--- src/rtl/ocm_coeff_loader_pkg.sv ---
// Shared state encoding and default geometry for the OCM coefficient loader.
package ocm_loader_pkg;

  typedef enum logic [3:0] {
    IDLE,
    ISSUE_N,
    DRAIN_N,
    WAIT_N,
    ISSUE_C,
    DRAIN_C,
    WAIT_C,
    RUN,
    ERROR
  } loader_state_t;

  localparam int unsigned DEF_ADDR_WIDTH     = 14;
  localparam int unsigned DEF_LOC_WIDTH      = 8;
  localparam int unsigned DEF_ADDR_STEP      = 4;
  localparam int unsigned DEF_NOISE_BASE     = 'h000;
  localparam int unsigned DEF_NOISE_WORDS    = 128;
  localparam int unsigned DEF_CHAN_BASE      = 'h200;
  localparam int unsigned DEF_CHAN_WORDS     = 2;
  localparam int unsigned DEF_RD_LATENCY     = 1;
  localparam int unsigned DEF_TIMEOUT_CYCLES = 1024;

  function automatic logic is_busy_state(input loader_state_t s);
    return s inside {ISSUE_N, DRAIN_N, WAIT_N, ISSUE_C, DRAIN_C, WAIT_C};
  endfunction

endpackage

--- src/rtl/ocm_coeff_loader_rd_align.sv ---
// Delay line that lines an issue-cycle {strobe, index} up with the memory read data.
// The index output only follows valid strobes, so it holds the last loaded location.
module ocm_rd_align #(
  parameter int unsigned LATENCY   = 1,
  parameter int unsigned IDX_WIDTH = 8
) (
  input  logic                 clk,
  input  logic                 rstn,
  input  logic                 strobe,
  input  logic [IDX_WIDTH-1:0] index,
  output logic                 strobe_d,
  output logic [IDX_WIDTH-1:0] index_d
);

  generate
    if (LATENCY == 0) begin : g_bypass
      logic [IDX_WIDTH-1:0] hold_reg;

      always_ff @(posedge clk or negedge rstn) begin
        if (!rstn) begin
          hold_reg <= '0;
        end else if (strobe) begin
          hold_reg <= index;
        end
      end

      assign strobe_d = strobe;
      assign index_d  = strobe ? index : hold_reg;
    end else begin : g_pipe
      for (genvar gi = 0; gi < LATENCY; gi++) begin : g_stage
        logic                 stb_in;
        logic [IDX_WIDTH-1:0] idx_in;
        logic                 stb_reg;
        logic [IDX_WIDTH-1:0] idx_reg;

        if (gi == 0) begin : g_head
          assign stb_in = strobe;
          assign idx_in = index;
        end else begin : g_link
          assign stb_in = g_stage[gi-1].stb_reg;
          assign idx_in = g_stage[gi-1].idx_reg;
        end

        always_ff @(posedge clk or negedge rstn) begin
          if (!rstn) begin
            stb_reg <= 1'b0;
            idx_reg <= '0;
          end else begin
            stb_reg <= stb_in;
            if (stb_in) begin
              idx_reg <= idx_in;
            end
          end
        end
      end

      assign strobe_d = g_stage[LATENCY-1].stb_reg;
      assign index_d  = g_stage[LATENCY-1].idx_reg;
    end
  endgenerate

endmodule

--- src/rtl/ocm_coeff_loader.sv ---
// Sequencer loading the noise table then the channel/DFE tap table from OCM port 2.
// Optional WAIT watchdog with sticky error: define OCM_LOADER_TIMEOUT_EN.
module ocm_coeff_loader
  import ocm_loader_pkg::*;
#(
  parameter int unsigned ADDR_WIDTH     = DEF_ADDR_WIDTH,
  parameter int unsigned LOC_WIDTH      = DEF_LOC_WIDTH,
  parameter int unsigned ADDR_STEP      = DEF_ADDR_STEP,
  parameter int unsigned NOISE_BASE     = DEF_NOISE_BASE,
  parameter int unsigned NOISE_WORDS    = DEF_NOISE_WORDS,
  parameter int unsigned CHAN_BASE      = DEF_CHAN_BASE,
  parameter int unsigned CHAN_WORDS     = DEF_CHAN_WORDS,
  parameter int unsigned RD_LATENCY     = DEF_RD_LATENCY,
  parameter int unsigned TIMEOUT_CYCLES = DEF_TIMEOUT_CYCLES
) (
  input  logic                  clk,
  input  logic                  rstn,
  input  logic                  start,
  output logic [ADDR_WIDTH-1:0] mem_addr,
  output logic                  load_mem_n,
  output logic [LOC_WIDTH-1:0]  location_n,
  input  logic                  done_wait_n,
  output logic                  load_mem_c,
  output logic [LOC_WIDTH-1:0]  location_c,
  input  logic                  done_wait_c,
  output logic                  run_en,
  output logic                  busy,
  output logic                  error
);

  localparam int unsigned DRAIN_LAST = (RD_LATENCY > 0) ? RD_LATENCY - 1 : 0;

  localparam logic [ADDR_WIDTH-1:0] STEP   = ADDR_WIDTH'(ADDR_STEP);
  localparam logic [ADDR_WIDTH-1:0] N_BASE = ADDR_WIDTH'(NOISE_BASE);
  localparam logic [ADDR_WIDTH-1:0] C_BASE = ADDR_WIDTH'(CHAN_BASE);
  localparam logic [LOC_WIDTH-1:0]  N_LAST = LOC_WIDTH'(NOISE_WORDS - 1);
  localparam logic [LOC_WIDTH-1:0]  C_LAST = LOC_WIDTH'(CHAN_WORDS - 1);
  localparam logic [LOC_WIDTH-1:0]  D_LAST = LOC_WIDTH'(DRAIN_LAST);
  localparam logic [LOC_WIDTH-1:0]  ONE    = LOC_WIDTH'(1);

  loader_state_t         state_reg, state_next;
  logic [ADDR_WIDTH-1:0] mem_addr_reg, mem_addr_next;
  logic [LOC_WIDTH-1:0]  cnt_reg, cnt_next;
  logic                  start_q_reg;
  logic                  start_trig;

  assign start_trig = start & ~start_q_reg;

`ifdef OCM_LOADER_TIMEOUT_EN
  localparam int unsigned TW = $clog2(TIMEOUT_CYCLES + 1);
  localparam logic [TW-1:0] WAIT_LAST = TW'(TIMEOUT_CYCLES - 1);

  logic [TW-1:0] wait_cnt_reg;
  logic          in_wait;
  logic          timeout_hit;

  assign in_wait     = (state_reg == WAIT_N) || (state_reg == WAIT_C);
  assign timeout_hit = in_wait && (wait_cnt_reg == WAIT_LAST);

  // Cleared everywhere outside WAIT, so each WAIT visit starts counting from zero.
  always_ff @(posedge clk or negedge rstn) begin
    if (!rstn) begin
      wait_cnt_reg <= '0;
    end else if (in_wait) begin
      wait_cnt_reg <= wait_cnt_reg + TW'(1);
    end else begin
      wait_cnt_reg <= '0;
    end
  end

  assign error = (state_reg == ERROR);
`else
  logic unused_timeout_cfg;
  assign unused_timeout_cfg = (TIMEOUT_CYCLES != 0);
  assign error = 1'b0;
`endif

  always_ff @(posedge clk or negedge rstn) begin
    if (!rstn) begin
      state_reg    <= IDLE;
      mem_addr_reg <= N_BASE;
      cnt_reg      <= '0;
      start_q_reg  <= 1'b0;
    end else begin
      state_reg    <= state_next;
      mem_addr_reg <= mem_addr_next;
      cnt_reg      <= cnt_next;
      start_q_reg  <= start;
    end
  end

  // cnt_reg is the issue index in ISSUE_* and the drain counter in DRAIN_*.
  always_comb begin
    state_next    = state_reg;
    mem_addr_next = mem_addr_reg;
    cnt_next      = cnt_reg;
    unique case (state_reg)
      IDLE, RUN: begin
        if (start_trig) begin
          mem_addr_next = N_BASE;
          cnt_next      = '0;
          state_next    = ISSUE_N;
        end
      end
      ISSUE_N: begin
        if (cnt_reg == N_LAST) begin
          cnt_next   = '0;
          state_next = DRAIN_N;
        end else begin
          cnt_next      = cnt_reg + ONE;
          mem_addr_next = mem_addr_reg + STEP;
        end
      end
      DRAIN_N: begin
        if (cnt_reg == D_LAST) begin
          cnt_next   = '0;
          state_next = WAIT_N;
        end else begin
          cnt_next = cnt_reg + ONE;
        end
      end
      WAIT_N: begin
        if (done_wait_n) begin
          mem_addr_next = C_BASE;
          cnt_next      = '0;
          state_next    = ISSUE_C;
        end
`ifdef OCM_LOADER_TIMEOUT_EN
        else if (timeout_hit) begin
          state_next = ERROR;
        end
`endif
      end
      ISSUE_C: begin
        if (cnt_reg == C_LAST) begin
          cnt_next   = '0;
          state_next = DRAIN_C;
        end else begin
          cnt_next      = cnt_reg + ONE;
          mem_addr_next = mem_addr_reg + STEP;
        end
      end
      DRAIN_C: begin
        if (cnt_reg == D_LAST) begin
          cnt_next   = '0;
          state_next = WAIT_C;
        end else begin
          cnt_next = cnt_reg + ONE;
        end
      end
      WAIT_C: begin
        if (done_wait_c) begin
          state_next = RUN;
        end
`ifdef OCM_LOADER_TIMEOUT_EN
        else if (timeout_hit) begin
          state_next = ERROR;
        end
`endif
      end
`ifdef OCM_LOADER_TIMEOUT_EN
      ERROR: begin
        if (start_trig) begin
          mem_addr_next = N_BASE;
          cnt_next      = '0;
          state_next    = ISSUE_N;
        end
      end
`endif
      default: begin
        state_next = IDLE;
      end
    endcase
  end

  assign mem_addr = mem_addr_reg;
  assign busy     = is_busy_state(state_reg);
  // A reload edge in RUN removes the enable in the same cycle it is seen.
  assign run_en   = (state_reg == RUN) && !start_trig;

  ocm_rd_align #(
    .LATENCY   (RD_LATENCY),
    .IDX_WIDTH (LOC_WIDTH)
  ) u_align_n (
    .clk      (clk),
    .rstn     (rstn),
    .strobe   (state_reg == ISSUE_N),
    .index    (cnt_reg),
    .strobe_d (load_mem_n),
    .index_d  (location_n)
  );

  ocm_rd_align #(
    .LATENCY   (RD_LATENCY),
    .IDX_WIDTH (LOC_WIDTH)
  ) u_align_c (
    .clk      (clk),
    .rstn     (rstn),
    .strobe   (state_reg == ISSUE_C),
    .index    (cnt_reg),
    .strobe_d (load_mem_c),
    .index_d  (location_c)
  );

endmodule
--- config.mk ---
export PLATFORM = sky130hd
export DESIGN_NAME = ocm_coeff_loader
export DESIGN_NICKNAME = d
export VERILOG_FILES = /design/src/rtl/ocm_coeff_loader_pkg.sv /design/src/rtl/ocm_coeff_loader_rd_align.sv /design/src/rtl/ocm_coeff_loader.sv
export SDC_FILE = /design/constraint.sdc
export NUM_CORES = 1
export LEC_CHECK = 0
export CAP_MARGIN = 10
export CORE_MARGIN = 3
export CORE_UTILIZATION = 46
export CTS_CLUSTER_DIAMETER = 50
export DETAILED_ROUTE_END_ITERATION = 7
export PLACE_DENSITY = 0.71
export REMOVE_ABC_BUFFERS = 1
export SYNTH_ARGS = -nofsm -noshare
export SYNTH_HDL_FRONTEND = slang
export SYNTH_SLANG_ARGS = --single-unit
--- constraint.sdc ---
create_clock -name clk -period 3 [get_ports clk]
set_clock_uncertainty 0.1 [all_clocks]
set_input_delay 0.3 -clock clk [delete_from_list [all_inputs] [get_ports clk]]
set_output_delay 0.3 -clock clk [all_outputs]
set_load 0.03 [all_outputs]
# After elaboration in Yosys (flattened, before gate mapping)
# Index checks and enable logic that the tools add are counted.
[totals]
register_bits = 45
latch_bits = 0
ram_bits = 0
rom_bits = 0
in_bits = 5
out_inout_bits = 35
elab_cells = 61
mem_count = 0
[op_classes]
n_addsub = 2
n_mul = 0
div = 0
order_cmp = 0
eq_ne = 18
shifts = 0
mux = 19
bitwise = 2
reduce_logical = 12
[op_table]
columns = ["op", "n"]
rows = [
  ["14-bit two-way mux", 4],
  ["14-bit case mux with 4 select lines", 1],
  ["8-bit two-way mux", 5],
  ["8-bit case mux with 5 select lines", 1],
  ["4-bit two-way mux", 7],
  ["4-bit case mux with 7 select lines", 1],
  ["2-bit inequality test (second input constant)", 9],
  ["4-bit by 3-bit == test with 1-bit output (second input constant)", 4],
  ["14-bit by 3-bit adder with 14-bit output (second input constant)", 1],
  ["8-bit by 1-bit adder with 8-bit output (second input constant)", 1],
  ["4-bit by 2-bit == test with 1-bit output (second input constant)", 2],
  ["8-bit by 1-bit == test with 1-bit output (second input constant)", 1],
  ["8-bit by 7-bit == test with 1-bit output (second input constant)", 1],
  ["8-bit logical NOT", 1],
  ["7-bit AND reduction", 1],
  ["6-bit nonzero test", 1],
  ["5-bit AND reduction", 1],
  ["5-bit nonzero test", 1],
  ["4-bit by 1-bit == test with 1-bit output (second input constant)", 1],
  ["4-bit logical NOT", 1],
  ["4-bit nonzero test", 1],
  ["2-bit OR reduction", 2],
  ["3-bit AND reduction", 1],
  ["1-bit bitwise AND", 1],
  ["other kinds (3)", 3],
]

# Longest topological paths before layout
# Gate-level depths: netlist of run 1.
[logic_depth]
ltp_word = 4
depth_mapped = 8
mapped_depth_nobuf = 7

# Hierarchy
# From an unflattened synthesis of run 1, not the netlist that was laid out.
[unflattened]
cells_unflattened = 211
hier_area_um2 = 2279.7
[modules_own_cells]
columns = ["mod", "n_inst", "cells_per_inst", "area_per_inst_um2", "seq_area_each_um2"]
rows = [
  ["ocm_coeff_loader", 1, 175, 1566.5, 600.6],
  ["ocm_rd_align", 2, 18, 356.6, 225.2],
]

# Worst setup path before layout of run 1
# Ideal clock, no wire load.
[synth_path]
kind = "flip-flop to flip-flop"
start = "register mem_addr_reg[4], in the netlist mem_addr[4]"
end = "register mem_addr_reg[13], in the netlist mem_addr[13]"
arrival_ns = 1.638
required_ns = 2.776
setup_slack_ns = 1.138
path_stages_with_launch = 6
n_path_buf = 0
period_less_slack_ns = 1.862
cell_sequence = "dfrtp_1 -> nand3_1 -> nor4_2 -> nand4_1 -> and3_1 -> a211o_1"
[synth_between]
elab_chain_len = 3
[synth_rtl]
columns = ["item", "line", "rtl"]
rows = [
  ["start, declared", "ocm_coeff_loader.sv:42", "logic [ADDR_WIDTH-1:0] mem_addr_reg, mem_addr_next;"],
  ["start signal, assigned", "ocm_coeff_loader.sv:86", "mem_addr_reg <= mem_addr_next;"],
  ["14-bit by 3-bit adder with 14-bit output *", "ocm_coeff_loader.sv:111, ocm_coeff_loader.sv:140", ""],
  ["14-bit two-way mux (on tied branches)", "ocm_coeff_loader.sv:135, ocm_coeff_loader.sv:106", ""],
  ["14-bit case mux with 4 select lines *", "ocm_coeff_loader.sv:97", "unique case (state_reg)"],
]
# Every way passes the cells marked *; elsewhere a longest branch is shown, timed or not. The select of a mux whose other input is x is not followed.
# A chain may end at the register's enable or synchronous reset.

# Worst setup path after layout of run 1
[layout_path]
start = "register state_reg[0]"
end = "output port run_en"
[layout_between]
elab_chain_len = 2
[layout_rtl]
columns = ["item", "line", "rtl"]
rows = [
  ["start, declared", "ocm_coeff_loader.sv:41", "loader_state_t state_reg, state_next;"],
  ["start signal, assigned", "ocm_coeff_loader.sv:85", "state_reg <= state_next;"],
  ["4-bit by 3-bit == test with 1-bit output", "ocm_coeff_loader.sv:179", "assign run_en = (state_reg == RUN) && !start_trig;"],
  ["1-bit logical AND", "ocm_coeff_loader.sv:179", ""],
  ["end, declared", "ocm_coeff_loader.sv:26", "output logic run_en,"],
]
# Every way passes these cells.

==> impl_metrics.py, run 1 <==
metrics = {
    "status": {
        "run_status": "completed",
    },
    "floorplan": {
        "initial_cell_density_of_the_core": 0.493,
        "core_region_area_um2": 4500,
        "die_area_um2": 5690,
        "boundaryPins": 40,
        "chipWidth_um": 75.4,
        "die_y_um": 75.4,
        "floorplan.rows": 24,
    },
    "drt": {
        "drt_iter0_drc": 51,
        "via_count": 1785,
        "detail_route.vias_per_cell": 5.65,
        "detail_route.wl_per_cell_um": 14.5,
        "drc": 0,
        "dr_wl_met2_mm": 2.12,
        "dr_wl_met3_um": 176,
        "route.layer.met1.wl_mm": 2.22,
        "maxUsedRoutingLayer": "met4",
        "wl_mm": 4.59,
        "detail-route-antenna-nets": 0,
        "drt_pre_antenna_iters": 4,
    },
    "hold_path": {
        "worst_hold_path_type": "input port to asynchronous set/reset pin",
    },
    "synth": {
        "synth_async_sr_flop_share": 1.00,
        "synth_enable_flop_cells": 0,
        "yosysWarnings": 0,
        "synth-seq-cells": 42,
        "synth-compound-area-share": 0.183,
        "combinational_family_with_the_most_area_after_synthesis": "simple AND/OR/NAND/NOR gates",
        "synth_largest_type_area_fraction": 0.474,
        "post-synth-top-area-cell": "sky130_fd_sc_hd__dfrtp_1",
        "synth.area.mux_share": 0.0406,
        "synth.top_cells.by_area": "sky130_fd_sc_hd__dfrtp_1, sky130_fd_sc_hd__nand2_1, sky130_fd_sc_hd__mux2_2",
        "synth-simple-area-share": 0.221,
        "synthXorXnorAreaFrac": 0.0118,
        "synth_seq_area_share": 0.474,
        "ys_types": 53,
        "post_synth_fa_ha_maj_area_fraction": 0.0226,
        "post_synth_instance_area_um2": 2220,
        "cells_after_synth": 229,
        "avgSynthCellArea_um2": 9.69,
        "primary_flip_flop_cell_chosen_by_synthesis_mapping": "sky130_fd_sc_hd__dfrtp_1",
    },
    "setup_path": {
        "cp_cell_sequence": "nand4_1, inv_1, clkdlybuf4s50_1",
        "worst_setup_path_start_kind": "flip-flop",
        "worst_setup_path_end_kind": "output pin",
        "cp_max_fo": 20,
        "cp.required_ns": 2.60,
        "slowest_cell_delay_on_critical_path_ns": 0.70,
        "crit_arrival_ns": 1.99,
        "r2r_cells": 5,
        "critPathSlowestCell": "sky130_fd_sc_hd__dfrtp_1",
        "critical_path_class": "flip-flop to output pin",
    },
    "power": {
        "irDropWorstVdd_uv": 590,
        "power-per-cell-area_nw_per_um2": 958,
        "total_leakage_power_nw": 1.19,
    },
    "cells_and_area": {
        "num_antenna_cells": 0,
        "largest_reg_flops": 12,
        "final_cell_area_um2": 2670,
        "drive_above_1_share": 0.114,
        "final_nets": 272,
        "layout_common_cells": "sky130_fd_sc_hd__dfrtp_1, sky130_fd_sc_hd__nand2_1, sky130_fd_sc_hd__clkdlybuf4s50_1, sky130_fd_sc_hd__nor2_1",
        "mostFrequentLayoutCell": "sky130_fd_sc_hd__dfrtp_1",
        "area_growth_pct": 20.5,
        "filler_cell_count": 378,
    },
    "global_route": {
        "pin_count_of_the_biggest_net_entering_global_routing": 43,
        "grt_remaining_overflow": 0,
        "grt_util_all_layers": 0.176,
        "number_of_global_route_vias_before_repair": 1634,
        "first_pass_grt_wire_length_mm": 7.65,
        "initial_antenna_violation_count": 0,
    },
    "cts": {
        "clkSlewWorstSetupHoldPaths_ns": 0.08,
        "cts_buffer_depth": 2,
        "cts.root.buffer_cell": "sky130_fd_sc_hd__clkbuf_8",
        "post_cts_resized": 0,
        "cts_max_level": 2,
        "cts_sink_count": 42,
        "clk_latency_ns": 0.29,
        "cts_tree": "done",
        "cts_made_buffers": 5,
        "cts_setup_buffers": 0,
        "holdBufCountCts": 0,
    },
    "placed_design": {
        "detailedPlacementHpwl_mm": 3.22,
        "place_congestion": 0.816,
        "port_buffers": 36,
        "postPlaceCellArea_um2": 2580,
    },
    "sta": {
        "slew-limit-headroom": 0.391,
        "rsz0062_at_grt": "false",
        "tightest_slew_ns": 0.913,
        "achievable-frequency_mhz": 419,
        "final_period_utilization": 0.796,
        "tns_ns": 0,
        "period_minus_slack_ns": 2.39,
        "final-setup-viol-count": 0,
        "finalHoldViolCount": 0,
        "finalMaxSlewViolations": 0,
    },
    "run": {
        "drv_cap": 0,
    },
}
-- final timing paths --
kind / slack, ns / from / endpoint
max: 0.61 / state_reg[0] / run_en
max in group asynchronous: 2.20 / rstn / start_q_reg
min reg2reg: 0.38 / u_align_n.index_d[3] / u_align_n.index_d[3]
max reg2reg: 0.75 / state_reg[2] / cnt_reg[3]
min: 0.03 / rstn / u_align_n.strobe_d
min in group clk: 0.38 / u_align_n.index_d[3] / u_align_n.index_d[3]
-- stage by stage --
stage          setup WS [ns]  std cells   util  total power [mW]  hold WS (ns)
3_3_place_gp           0.806        308  0.572              2.18         0.367
5_1_grt                0.470        316  0.593              2.75         0.116
3_5_place_dp           0.752        308  0.572              2.19         0.366
2_1_floorplan           1.05        219      -              1.75       -0.0956
6_report               0.611        316  0.593              2.56        0.0331
4_1_cts                0.586        316  0.593              2.58        0.0632
-- critical path: cells and delay by family, from the launching register on --
| kind | cells | cell delay (ns) |
|---|---|---|
| flip-flops | 1 | 0.70 |
| AND/OR/NAND/NOR | 1 | 0.24 |
| buffers and inverters | 2 | 0.75 |
-- Yosys cell counts, drive strengths merged, types with 2 or more instances --
master and instances:
nand2 40, xnor2 2, a21oi 10, nand3b 2, a221o 6, nand2b 7
or2 3, a31oi 7, ha 4, buf 10, mux2 8, nand3 9
dfrtp 42, inv 7, and3 5, nor3 8, o21ai 11, clkbuf 2
nor4 3, a211o 2, nand4 2, o21bai 2, nor2 13, a41oi 3
o31ai 3
-- where the power goes --
part	switching [mW]	internal [mW]
registers	0.185	0.697
logic	0.787	0.513
clock network	0.191	0.185
total	1.16	1.40
-- cell families (layout without fill, tap and decap cells) --
group,Yosys count,count (layout)
other,1,3
buffers and inverters,19,52
xor gates and xnor gates,3,3
DFF,42,42
and+or+nand+nor,96,96
muxes,8,8
AOI/OAI and AO/OA,56,56
adders and majority gates,4,4
-- per-layer routing --
layer / vias up / GRT usage
met5: - / 0
met4: 0 / 0.0699
met3: 5 / 0.0369
met2: 31 / 0.269
met1: 862 / 0.244
li1: 887 / -
-- cell type report --
| class | count | area (um^2) | area share |
|---|---|---|---|
| clock buffer | 6 | 82.6 | 0.0309 |
| clock inverter | 2 | 12.5 | 0.00468 |
| inverter | 7 | 26.3 | 0.00983 |
| multi-input combinational | 170 | 1070 | 0.401 |
| sequential | 42 | 1050 | 0.393 |
| tap | 52 | 65.1 | 0.0243 |
| timing repair buffer | 37 | 363 | 0.136 |
No activity file was read; power rests on OpenSTA's default activity.
==> run 2: changes to the inputs <==
PLACE_DENSITY = 0.74   (was 0.71)
clock period = 2 ns   (was 3 ns; I/O delays follow)
==> impl_metrics.py, run 2 (same netlist as run 1, synthesis figures left out) <==
metrics = {
    "status": {
        "run_status": "completed",
    },
    "cts": {
        "cts_made_buffers": 5,
        "cts_max_level": 2,
        "cts.root.buffer_cell": "sky130_fd_sc_hd__clkbuf_8",
        "cts_sink_count": 42,
        "cts_buffer_depth": 2,
        "clkSlewWorstSetupHoldPaths_ns": 0.08,
        "cts_tree": "done",
        "clk_latency_ns": 0.30,
    },
    "drt": {
        "drt_pre_antenna_iters": 4,
        "dr_wl_met3_um": 227,
        "maxUsedRoutingLayer": "met4",
        "via_count": 1943,
        "detail_route.wl_per_cell_um": 14.5,
        "route.layer.met1.wl_mm": 2.39,
        "drc": 0,
        "wl_mm": 4.99,
        "detail_route.vias_per_cell": 5.65,
        "dr_wl_met2_mm": 2.33,
        "detail-route-antenna-nets": 0,
        "drt_iter0_drc": 107,
    },
    "hold_path": {
        "hp-start": "start",
        "worst_hold_path_type": "input port to flip-flop",
    },
    "floorplan": {
        "floorplan.rows": 24,
        "boundaryPins": 40,
        "initial_cell_density_of_the_core": 0.493,
        "die_y_um": 75.4,
        "die_area_um2": 5690,
        "core_region_area_um2": 4500,
        "chipWidth_um": 75.4,
    },
    "sta": {
        "period_minus_slack_ns": 1.90,
        "tightest_slew_ns": 0.524,
        "final_period_utilization": 0.951,
        "final.hold.worst_slack_ns": 0.280,
        "final-setup-viol-count": 0,
        "finalMaxSlewViolations": 0,
        "achievable-frequency_mhz": 526,
        "finalHoldViolCount": 0,
        "slew-limit-headroom": 0.651,
        "setup_slack_ns": 0.0979,
    },
    "cells_and_area": {
        "layout_common_cells": "sky130_fd_sc_hd__dfrtp_1, sky130_fd_sc_hd__nand2_1, sky130_fd_sc_hd__clkdlybuf4s50_1, sky130_fd_sc_hd__buf_4, sky130_fd_sc_hd__nor2_1",
        "filler_cell_count": 348,
        "final_nets": 300,
        "largest_reg_flops": 12,
        "num_antenna_cells": 0,
        "mostFrequentLayoutCell": "sky130_fd_sc_hd__dfrtp_1",
        "finish.cell_count_without_fillers": 344,
        "drive_above_1_share": 0.219,
        "area_growth_pct": 32.8,
        "final_cell_area_um2": 2950,
    },
    "setup_path": {
        "cp_cell_sequence": "nand2b_1, buf_4, o32a_1, o31ai_1, a21o_1",
        "worstSetupStartpoint": "state_reg[1]",
        "critical_path_class": "flip-flop to flip-flop",
        "cp_max_fo": 11,
        "cp.required_ns": 2.14,
        "worst_setup_path_end_kind": "flip-flop",
        "critPathSlowestCell": "sky130_fd_sc_hd__dfrtp_1",
        "crit_arrival_ns": 2.05,
        "crit-reg2reg-launch": "state_reg[1]",
        "worst_setup_path_start_kind": "flip-flop",
        "slowest_cell_delay_on_critical_path_ns": 0.50,
        "r2r_slack_ns": 0.1,
    },
    "power": {
        "total_leakage_power_nw": 1.34,
        "report.power.total_mw": 4.40,
        "power-per-cell-area_nw_per_um2": 1490,
        "irDropWorstVdd_uv": 797,
    },
    "run": {
        "drv_cap": 0,
    },
    "placed_design": {
        "place_congestion": 0.889,
        "port_buffers": 36,
        "place_worst_setup_slack_ns": 0.0118,
        "placed_cells": 333,
        "detailedPlacementHpwl_mm": 3.51,
        "postPlaceCellArea_um2": 2760,
    },
    "global_route": {
        "pin_count_of_the_biggest_net_entering_global_routing": 43,
        "initial_antenna_violation_count": 0,
        "grt_remaining_overflow": 0,
        "first_pass_grt_wire_length_mm": 8.38,
        "grt_util_all_layers": 0.190,
        "number_of_global_route_vias_before_repair": 1792,
    },
}
[run 2: layout make-up]
type	count	area, um^2	area share
Tap cell	52	65.1	0.0221
Clock inverter	2	37.5	0.0127
Multi-Input combinational cell	171	1130	0.383
Sequential cell	42	1050	0.357
Inverter	7	26.3	0.00892
Timing Repair Buffer	64	564	0.192
Clock buffer	6	72.6	0.0246
[run 2: per-stage QoR]
step,setup TNS [ns],util
detailed placement,0,0.613
global route,-0.000978,0.654
CTS,0,0.641
finish,0,0.654
floorplan,0,-
global placement,0,0.613
[run 2: path summary, 6_finish.rpt]
| check | end | depth (start not counted) |
|---|---|---|
| setup / recovery | mem_addr[5] | 5 |
| hold / removal | start_q_reg | 1 |
| min in group asynchronous | u_align_n.index_d[7] | 3 |
| hold reg to reg | u_align_n.index_d[3] | 2 |
| max in group asynchronous | state_reg[2] | 3 |
| setup reg to reg | mem_addr[5] | 5 |
[run 2: report_power, final]
group,internal [mW],switching (mW)
combinational,1.08,1.37
sequential,1.05,0.229
clock,0.372,0.297
[run 2: worst max-delay path, delay by kind of cell, from the launching register on]
| family | cells | cell delay (ns) |
|---|---|---|
| DFF | 1 | 0.50 |
| and+or+nand+nor | 1 | 0.29 |
| buffers and inverters | 1 | 0.18 |
| AOI/OAI and AO/OA | 3 | 0.78 |
[run 2: timing repair]
| item | 4_1_cts | 5_1_grt |
|---|---|---|
| setup endpoints to repair | 7 | 20 |
| cloned | 0 | 1 |
| gates resized for setup | 2 | 10 |
| hold buffers | 1 | 0 |
| endpoints found under the hold margin | 42 | 0 |
| pin swaps | 0 | 1 |
| setup buffers | 0 | 1 |
[run 2: layer usage]
| metal | vias to the layer above | GRT usage |
|---|---|---|
| met5 | - | 0 |
| met4 | 0 | 0.0505 |
| met3 | 4 | 0.0396 |
| met2 | 53 | 0.298 |
| met1 | 933 | 0.268 |
| li1 | 953 | - |
==> run 3: changes to the inputs <==
SLEW_MARGIN = 20   (was default)
==> results of run 3 <==
The final DEF is identical to that of run 2; final timing and power are the same.
